File: src/rtl/factorial_ctrl_pkg.sv
// Shared definitions for the factorial controller and datapath:
// state encodings, result-mux selects and the registered control-output bundle.
package factorial_ctrl_pkg;

    localparam int unsigned DATA_W_DEF      = 16;
    localparam int unsigned N_W_DEF         = 4;
    localparam int unsigned MAX_N_DEF       = 8;
    localparam int unsigned MUL_TIMEOUT_DEF = 16;
    localparam int unsigned TMR_W_DEF       = 5;

    localparam logic [1:0] SEL_INIT = 2'b00;
    localparam logic [1:0] SEL_PROD = 2'b01;
    localparam logic [1:0] SEL_HOLD = 2'b10;

    typedef enum logic [2:0] {
        ST_IDLE     = 3'd0,
        ST_INIT     = 3'd1,
        ST_CHECK    = 3'd2,
        ST_MUL_REQ  = 3'd3,
        ST_MUL_WAIT = 3'd4,
        ST_LOAD     = 3'd5,
        ST_DONE     = 3'd6,
        ST_ERR      = 3'd7
    } state_e;

    typedef struct packed {
        logic [1:0] res_sel;
        logic       res_ld;
        logic       mul_start;
        logic       busy;
        logic       done;
        logic       err;
    } ctrl_out_t;

    localparam ctrl_out_t CTRL_OUT_RST = '{
        res_sel:   SEL_HOLD,
        res_ld:    1'b0,
        mul_start: 1'b0,
        busy:      1'b0,
        done:      1'b0,
        err:       1'b0
    };

    // Moore output decode for a given state.
    function automatic ctrl_out_t decode_outputs(input state_e s);
        ctrl_out_t o;
        o      = CTRL_OUT_RST;
        o.busy = (s != ST_IDLE);
        case (s)
            ST_INIT: begin
                o.res_sel = SEL_INIT;
                o.res_ld  = 1'b1;
            end
            ST_MUL_REQ: o.mul_start = 1'b1;
            ST_LOAD: begin
                o.res_sel = SEL_PROD;
                o.res_ld  = 1'b1;
            end
            ST_DONE: o.done = 1'b1;
            ST_ERR:  o.err  = 1'b1;
            default: ;
        endcase
        return o;
    endfunction

endpackage

File: src/rtl/fact_wait_timer.sv
// Multiplier wait timer: cleared on launch, counts while waiting,
// flags the last permitted wait cycle.
module fact_wait_timer #(
    parameter int unsigned TMR_W       = 5,
    parameter int unsigned MUL_TIMEOUT = 16
) (
    input  logic clk,
    input  logic rst_n,
    input  logic clear,
    input  logic enable,
    output logic tc_c
);

    logic [TMR_W-1:0] timer_q;
    logic [TMR_W-1:0] timer_d;

    always_comb begin
        timer_d = timer_q;
        if (clear) begin
            timer_d = '0;
        end else if (enable) begin
            timer_d = timer_q + TMR_W'(1);
        end
    end

    always_ff @(posedge clk) begin
        if (!rst_n) begin
            timer_q <= '0;
        end else begin
            timer_q <= timer_d;
        end
    end

    assign tc_c = (timer_q == TMR_W'(MUL_TIMEOUT - 1));

endmodule

File: src/rtl/factorial_ctrl.sv
// Factorial controller: sequences init, multiply and load of the result register,
// hands the loop count to the multiplier, and reports done/err to the host.
module factorial_ctrl
    import factorial_ctrl_pkg::*;
#(
    parameter int unsigned DATA_W      = DATA_W_DEF,
    parameter int unsigned N_W         = N_W_DEF,
    parameter int unsigned MAX_N       = MAX_N_DEF,
    parameter int unsigned MUL_TIMEOUT = MUL_TIMEOUT_DEF,
    parameter int unsigned TMR_W       = TMR_W_DEF
) (
    input  logic              clk,
    input  logic              rst_n,
    input  logic              start,
    input  logic              abort,
    input  logic [N_W-1:0]    n_in,
    input  logic              mul_done,
    output logic [1:0]        res_sel,
    output logic              res_ld,
    output logic              mul_start,
    output logic [DATA_W-1:0] operand_o,
    output logic              busy,
    output logic              done,
    output logic              err
);

    state_e         state_q;
    state_e         state_d;
    logic [N_W-1:0] cnt_q;
    logic [N_W-1:0] cnt_d;
    ctrl_out_t      out_q;
    ctrl_out_t      out_d;
    logic           tmr_clr;
    logic           tmr_en;
    logic           tmr_tc_c;

    fact_wait_timer #(
        .TMR_W       (TMR_W),
        .MUL_TIMEOUT (MUL_TIMEOUT)
    ) u_wait_timer (
        .clk    (clk),
        .rst_n  (rst_n),
        .clear  (tmr_clr),
        .enable (tmr_en),
        .tc_c   (tmr_tc_c)
    );

    // Next state, loop counter and timer control; outputs are decoded from the next state.
    always_comb begin
        state_d = state_q;
        cnt_d   = cnt_q;
        tmr_clr = 1'b0;
        tmr_en  = 1'b0;

        if (abort) begin
            state_d = ST_IDLE;
        end else begin
            case (state_q)
                ST_IDLE: begin
                    if (start) begin
                        if (32'(n_in) > MAX_N) begin
                            state_d = ST_ERR;
                        end else begin
                            state_d = ST_INIT;
                            cnt_d   = n_in;
                        end
                    end
                end
                ST_INIT: state_d = ST_CHECK;
                ST_CHECK: begin
                    if (cnt_q <= N_W'(1)) begin
                        state_d = ST_DONE;
                    end else begin
                        state_d = ST_MUL_REQ;
                    end
                end
                ST_MUL_REQ: begin
                    tmr_clr = 1'b1;
                    state_d = ST_MUL_WAIT;
                end
                ST_MUL_WAIT: begin
                    if (mul_done) begin
                        state_d = ST_LOAD;
                    end else if (tmr_tc_c) begin
                        state_d = ST_ERR;
                    end else begin
                        tmr_en = 1'b1;
                    end
                end
                // CHECK only routes here with cnt >= 2, so the decrement cannot wrap.
                ST_LOAD: begin
                    cnt_d   = cnt_q - N_W'(1);
                    state_d = ST_CHECK;
                end
                ST_DONE: state_d = ST_IDLE;
                ST_ERR:  state_d = ST_IDLE;
                default: state_d = ST_IDLE;
            endcase
        end

        out_d = decode_outputs(state_d);
    end

    always_ff @(posedge clk) begin
        if (!rst_n) begin
            state_q <= ST_IDLE;
            cnt_q   <= '0;
            out_q   <= CTRL_OUT_RST;
        end else begin
            state_q <= state_d;
            cnt_q   <= cnt_d;
            out_q   <= out_d;
        end
    end

    assign res_sel   = out_q.res_sel;
    assign res_ld    = out_q.res_ld;
    assign mul_start = out_q.mul_start;
    assign busy      = out_q.busy;
    assign done      = out_q.done;
    assign err       = out_q.err;
    assign operand_o = DATA_W'(cnt_q);

endmodule
File: config.mk
export PLATFORM = sky130hd
export DESIGN_NAME = factorial_ctrl
export DESIGN_NICKNAME = d
export VERILOG_FILES = /design/src/rtl/factorial_ctrl_pkg.sv /design/src/rtl/fact_wait_timer.sv /design/src/rtl/factorial_ctrl.sv
export SDC_FILE = /design/constraint.sdc
export NUM_CORES = 1
export LEC_CHECK = 0
export BUFFER_PORTS_ARGS = -buffer_cell sky130_fd_sc_hd__buf_2
export CAP_MARGIN = 10
export CORE_MARGIN = 10
export CORE_UTILIZATION = 30
export DETAILED_ROUTE_END_ITERATION = 16
export HOLD_SLACK_MARGIN = 0.02
export SETUP_SLACK_MARGIN = 0.3
export SYNTH_ARGS = -nofsm -noshare
export SYNTH_HDL_FRONTEND = slang
export SYNTH_SLANG_ARGS = --single-unit
export TNS_END_PERCENT = 10
File: constraint.sdc
create_clock -name clk -period 1.6 [get_ports clk]
set_input_delay 0 -clock clk [delete_from_list [all_inputs] [get_ports clk]]
set_output_delay 0 -clock clk [all_outputs]
set_load 0.005 [all_outputs]
==> results summary <==
For the worst setup path, the data required time is 1.83 ns. The endpoint identified for the worst register-to-register timing path is err$_SDFF_PN0_. The first-pass detailed-route iteration total is 4. The count of yosys warnings during synthesis came out at 0. The number of placement rows is 21. The flow ran to the end, but the final reports show violations. The portion of the clock cycle consumed by the worst path in the final layout is 110%. The max-capacitance violation count came out at 0. The average routed wire per standard cell came out at 12.7 um. The register-to-register setup slack came out at -0.16 ns.

The startpoint identified for the worst hold timing path is n_in[1]. Measured along the x axis, the die boundary spans 79.7 um. The final standard cell count with taps included and fillers excluded is 205. The final number of hold-violating endpoints came out at 0. The cell area reported after detailed placement came out at 1340 sq um.

The relative area change from synthesis to final layout is 32.4%. The number of storage elements in the synthesis netlist is 19. The total power density per cell area is 702 nW/um^2. The via density per instance came out at 4.70. The maximum clock skew at final layout is 0.00877 ns. The worst hold path terminates at cnt_q[1]$_SDFFE_PN0P_. The first global-routing pass estimated 4380 um of wire. The sum of overflow across all layers after global routing came out at 0. The pin count of the biggest net entering global routing came out at 12. The max-slew violation count is 0.

The worst setup path is launched from a flop. The area enclosed by the die boundary is 6350 sq um. For the worst flop-to-flop path, the logic depth is 7. The sequential cell area fraction in the yosys report is 35.6%. The global-route track usage on met3 is 3.83%. After global routing, the most crowded layer is met2. The final standard cell area without fillers came out at 1420 sq um. The HPWL after detailed placement is 2100 um. For this design, the sink count on the clock tree is 19. The synthesized area per cell came out at 8.99 sq um. The number of antenna violations at the first check in global routing is 0.

The remaining antenna violation count is 0. The deepest clock path buffer count is 2. The count of port buffers added during placement came out at 19. The number of cells in the design after placement came out at 199. The number of violations reported at the end of detailed-routing iteration 0 came out at 24. The type of element capturing the critical path is a flop. Static timing analysis puts the maximum clock frequency at 0.568 GHz.

The number of ports placed on the die boundary is 32. The die extent in y is 79.7 um. The maximum resistive drop on vdd is 0.521 mV. Setup repair after global routing could not meet its margin everywhere. The final layout contains 173 nets. In the global route stage, met1 resource usage came out at 9.40%. The final reports fail on negative setup slack. The via count of the first global-routing pass was 919. Setup violations remaining at the end of the flow were counted as 12.

The post-placement worst setup slack is -0.207 ns. The core area came out at 3390 sq um. The critical path in this run is classified as reg -> reg. For the worst-skew pair, the clock arrives at the later sink with an insertion delay of 0.31 ns. The data arrival time of the worst path came out at 1.99 ns. The DRC violations left is 0. The final estimated routing congestion in global placement came out at 0.803. The CTS tree is done. The cell sitting at the root of the clock tree is a sky130_fd_sc_hd__clkbuf_4. The tightest min-delay check is of the in -> reg type.

The clock edge transition at the registers on the reported setup and hold paths is 0.12 ns. In this run the worst path has a maximum fanout of 4. The number of enable flip-flop cells after synthesis is 0. The static power due to leakage came out at 0.615 nW.

The routed design could run at a clock period as short as 1.76 ns. The via count of the routed design is 964. The total routing usage reported by global routing is 8.34%.

Synthesis handed over a netlist of 119 instances. The share of async-settable or async-resettable flops after synthesis came out at 0%. The synthesized area came out at 1070 sq um.

Once the floorplan was initialized, standard cells occupied 31.6% of the core. The met2 track demand over resource in global routing is 14.0%. The distinct cell type count after synthesis came out at 46.

The level count of the clock H-tree is 1. The final antenna diode count is 0. For this block, the routed nets add up to 2610 um of wire.

In the synthesized netlist the dominant register cell turns out to be sky130_fd_sc_hd__dfxtp_1. Setup slack on the critical path of the routed design comes to -0.162 ns. The startpoint identified for the worst register-to-register timing path is u_wait_timer.timer_q[1]$_SDFFE_PP0P_. Counting instances, the worst hold path has a depth of 3. The share of cells above drive strength 1 is 39.0%. The clock buffer count from CTS came out at 3.
-- worst max-delay path: stages, from the launching register on --
cell and delay, ns:
sky130_fd_sc_hd__dfxtp_2 0.37, sky130_fd_sc_hd__ha_4 0.13, sky130_fd_sc_hd__and3_4 0.19, sky130_fd_sc_hd__ha_4 0.14, sky130_fd_sc_hd__nor3b_4 0.18, sky130_fd_sc_hd__o22ai_2 0.11
sky130_fd_sc_hd__or3_4 0.37, sky130_fd_sc_hd__nor4_4 0.19
-- worst max path at each step --
stage               cells past startpoint              to                            startpoint
finish                                  7  err$_SDFF_PN0_  u_wait_timer.timer_q[1]$_SDFFE_PP0P_
CTS                                     7  err$_SDFF_PN0_  u_wait_timer.timer_q[1]$_SDFFE_PP0P_
global placement                        7  err$_SDFF_PN0_  u_wait_timer.timer_q[1]$_SDFFE_PP0P_
global route                            7  err$_SDFF_PN0_  u_wait_timer.timer_q[1]$_SDFFE_PP0P_
detailed placement                      7  err$_SDFF_PN0_  u_wait_timer.timer_q[1]$_SDFFE_PP0P_
floorplan                               7  err$_SDFF_PN0_  u_wait_timer.timer_q[1]$_SDFFE_PP0P_
-- registers in the layout (all words and copies together) (netlist names) --
| name | count |
|---|---|
| res_ld | 1 |
| cnt_q | 4 |
| mul_start | 1 |
| done | 1 |
| res_sel | 2 |
| u_wait_timer.timer_q | 5 |
| busy | 1 |
| state_q | 3 |
| err | 1 |
-- report_power, final --
part           internal (mW)  switching (mW)  total, mW
Combinational          0.110           0.121      0.231
Clock                 0.0933           0.163      0.256
Sequential             0.492          0.0152      0.508
-- synthesized netlist by cell type (all sizes together), types with 2 or more instances --
cell    number  area [sq um]
a21oi        4          20.0
and3         3          18.8
buf         16           125
dfxtp       19           380
ha           4          50.1
inv          7          26.3
nand2        4          15.0
nand2b       2          20.0
nand3        5          25.0
nor2         9          33.8
nor3         4          20.0
nor3b        2          15.0
nor4         3          31.3
o211ai       3          22.5
o21ai        4          20.0
o22ai        2          12.5
o311ai       3          26.3
or2          2          12.5
or3          2          17.5
xor2         3          26.3
-- cells in the final DEF (no fill, tap or decap), drive strengths merged, types with 2 or more instances in the layout --
cell,instances
a21oi,4
and3,3
buf,40
clkbuf,3
conb,12
dfxtp,19
ha,4
inv,7
nand2,4
nand2b,2
nand3,5
nor2,9
nor3,4
nor3b,2
nor4,3
o211ai,3
o21ai,4
o22ai,2
o311ai,3
or2,2
or3,2
xor2,3
-- stage by stage --
stage	hold slack (ns)	TNS [ns]	power (mW)	util, %
final	0.0377	-1.11	0.994	41.8
after global routing	0.0545	-2.33	1.06	41.8
after CTS	0.0286	-1.07	1.00	41.2
after detailed placement	0.341	-1.17	0.733	39.4
after global placement	0.340	-0.830	0.730	39.4
after floorplan	0.149	-0.197	0.661	-
-- routing by layer --
layer / vias up / wire [um]
met4: 0 / 10
met2: 23 / 1310
li1: 487 / -
met3: 3 / 188
met5: - / 0
met1: 451 / 1100
-- layout make-up --
type	instances	area, sq um
repair buffers	41	263
well taps	46	57.6
flip-flops and latches	19	385
clock buffers	3	22.5
inverters	7	26.3
clock inverters	1	5.00
fillers	348	1970
multi-input cells	88	657
-- cell families (layout without fill, tap and decap cells) --
group / count (synthesis) / count (layout) / share of synthesized area, %
AOI/OAI and AO/OA: 24 / 24 / 15.6
xor gates and xnor gates: 3 / 3 / 2.46
adders and majority gates: 4 / 4 / 4.68
buffers and inverters: 23 / 52 / 14.2
DFF: 19 / 19 / 35.6
muxes: 1 / 1 / 0.936
other: 1 / 12 / 0.351
and+or+nand+nor: 44 / 44 / 26.3
-- timing repair --
action | 4_1_cts | 5_1_grt
setup endpoints to repair | 19 | 19
hold buffers | 1 | 0
hold endpoints to repair | 1 | 0
gates cloned | 0 | 0
pin swaps | 8 | 0
resized for setup | 4 | 7
setup buffers | 1 | 0
Note: power is estimated with default switching activity, not from simulation.
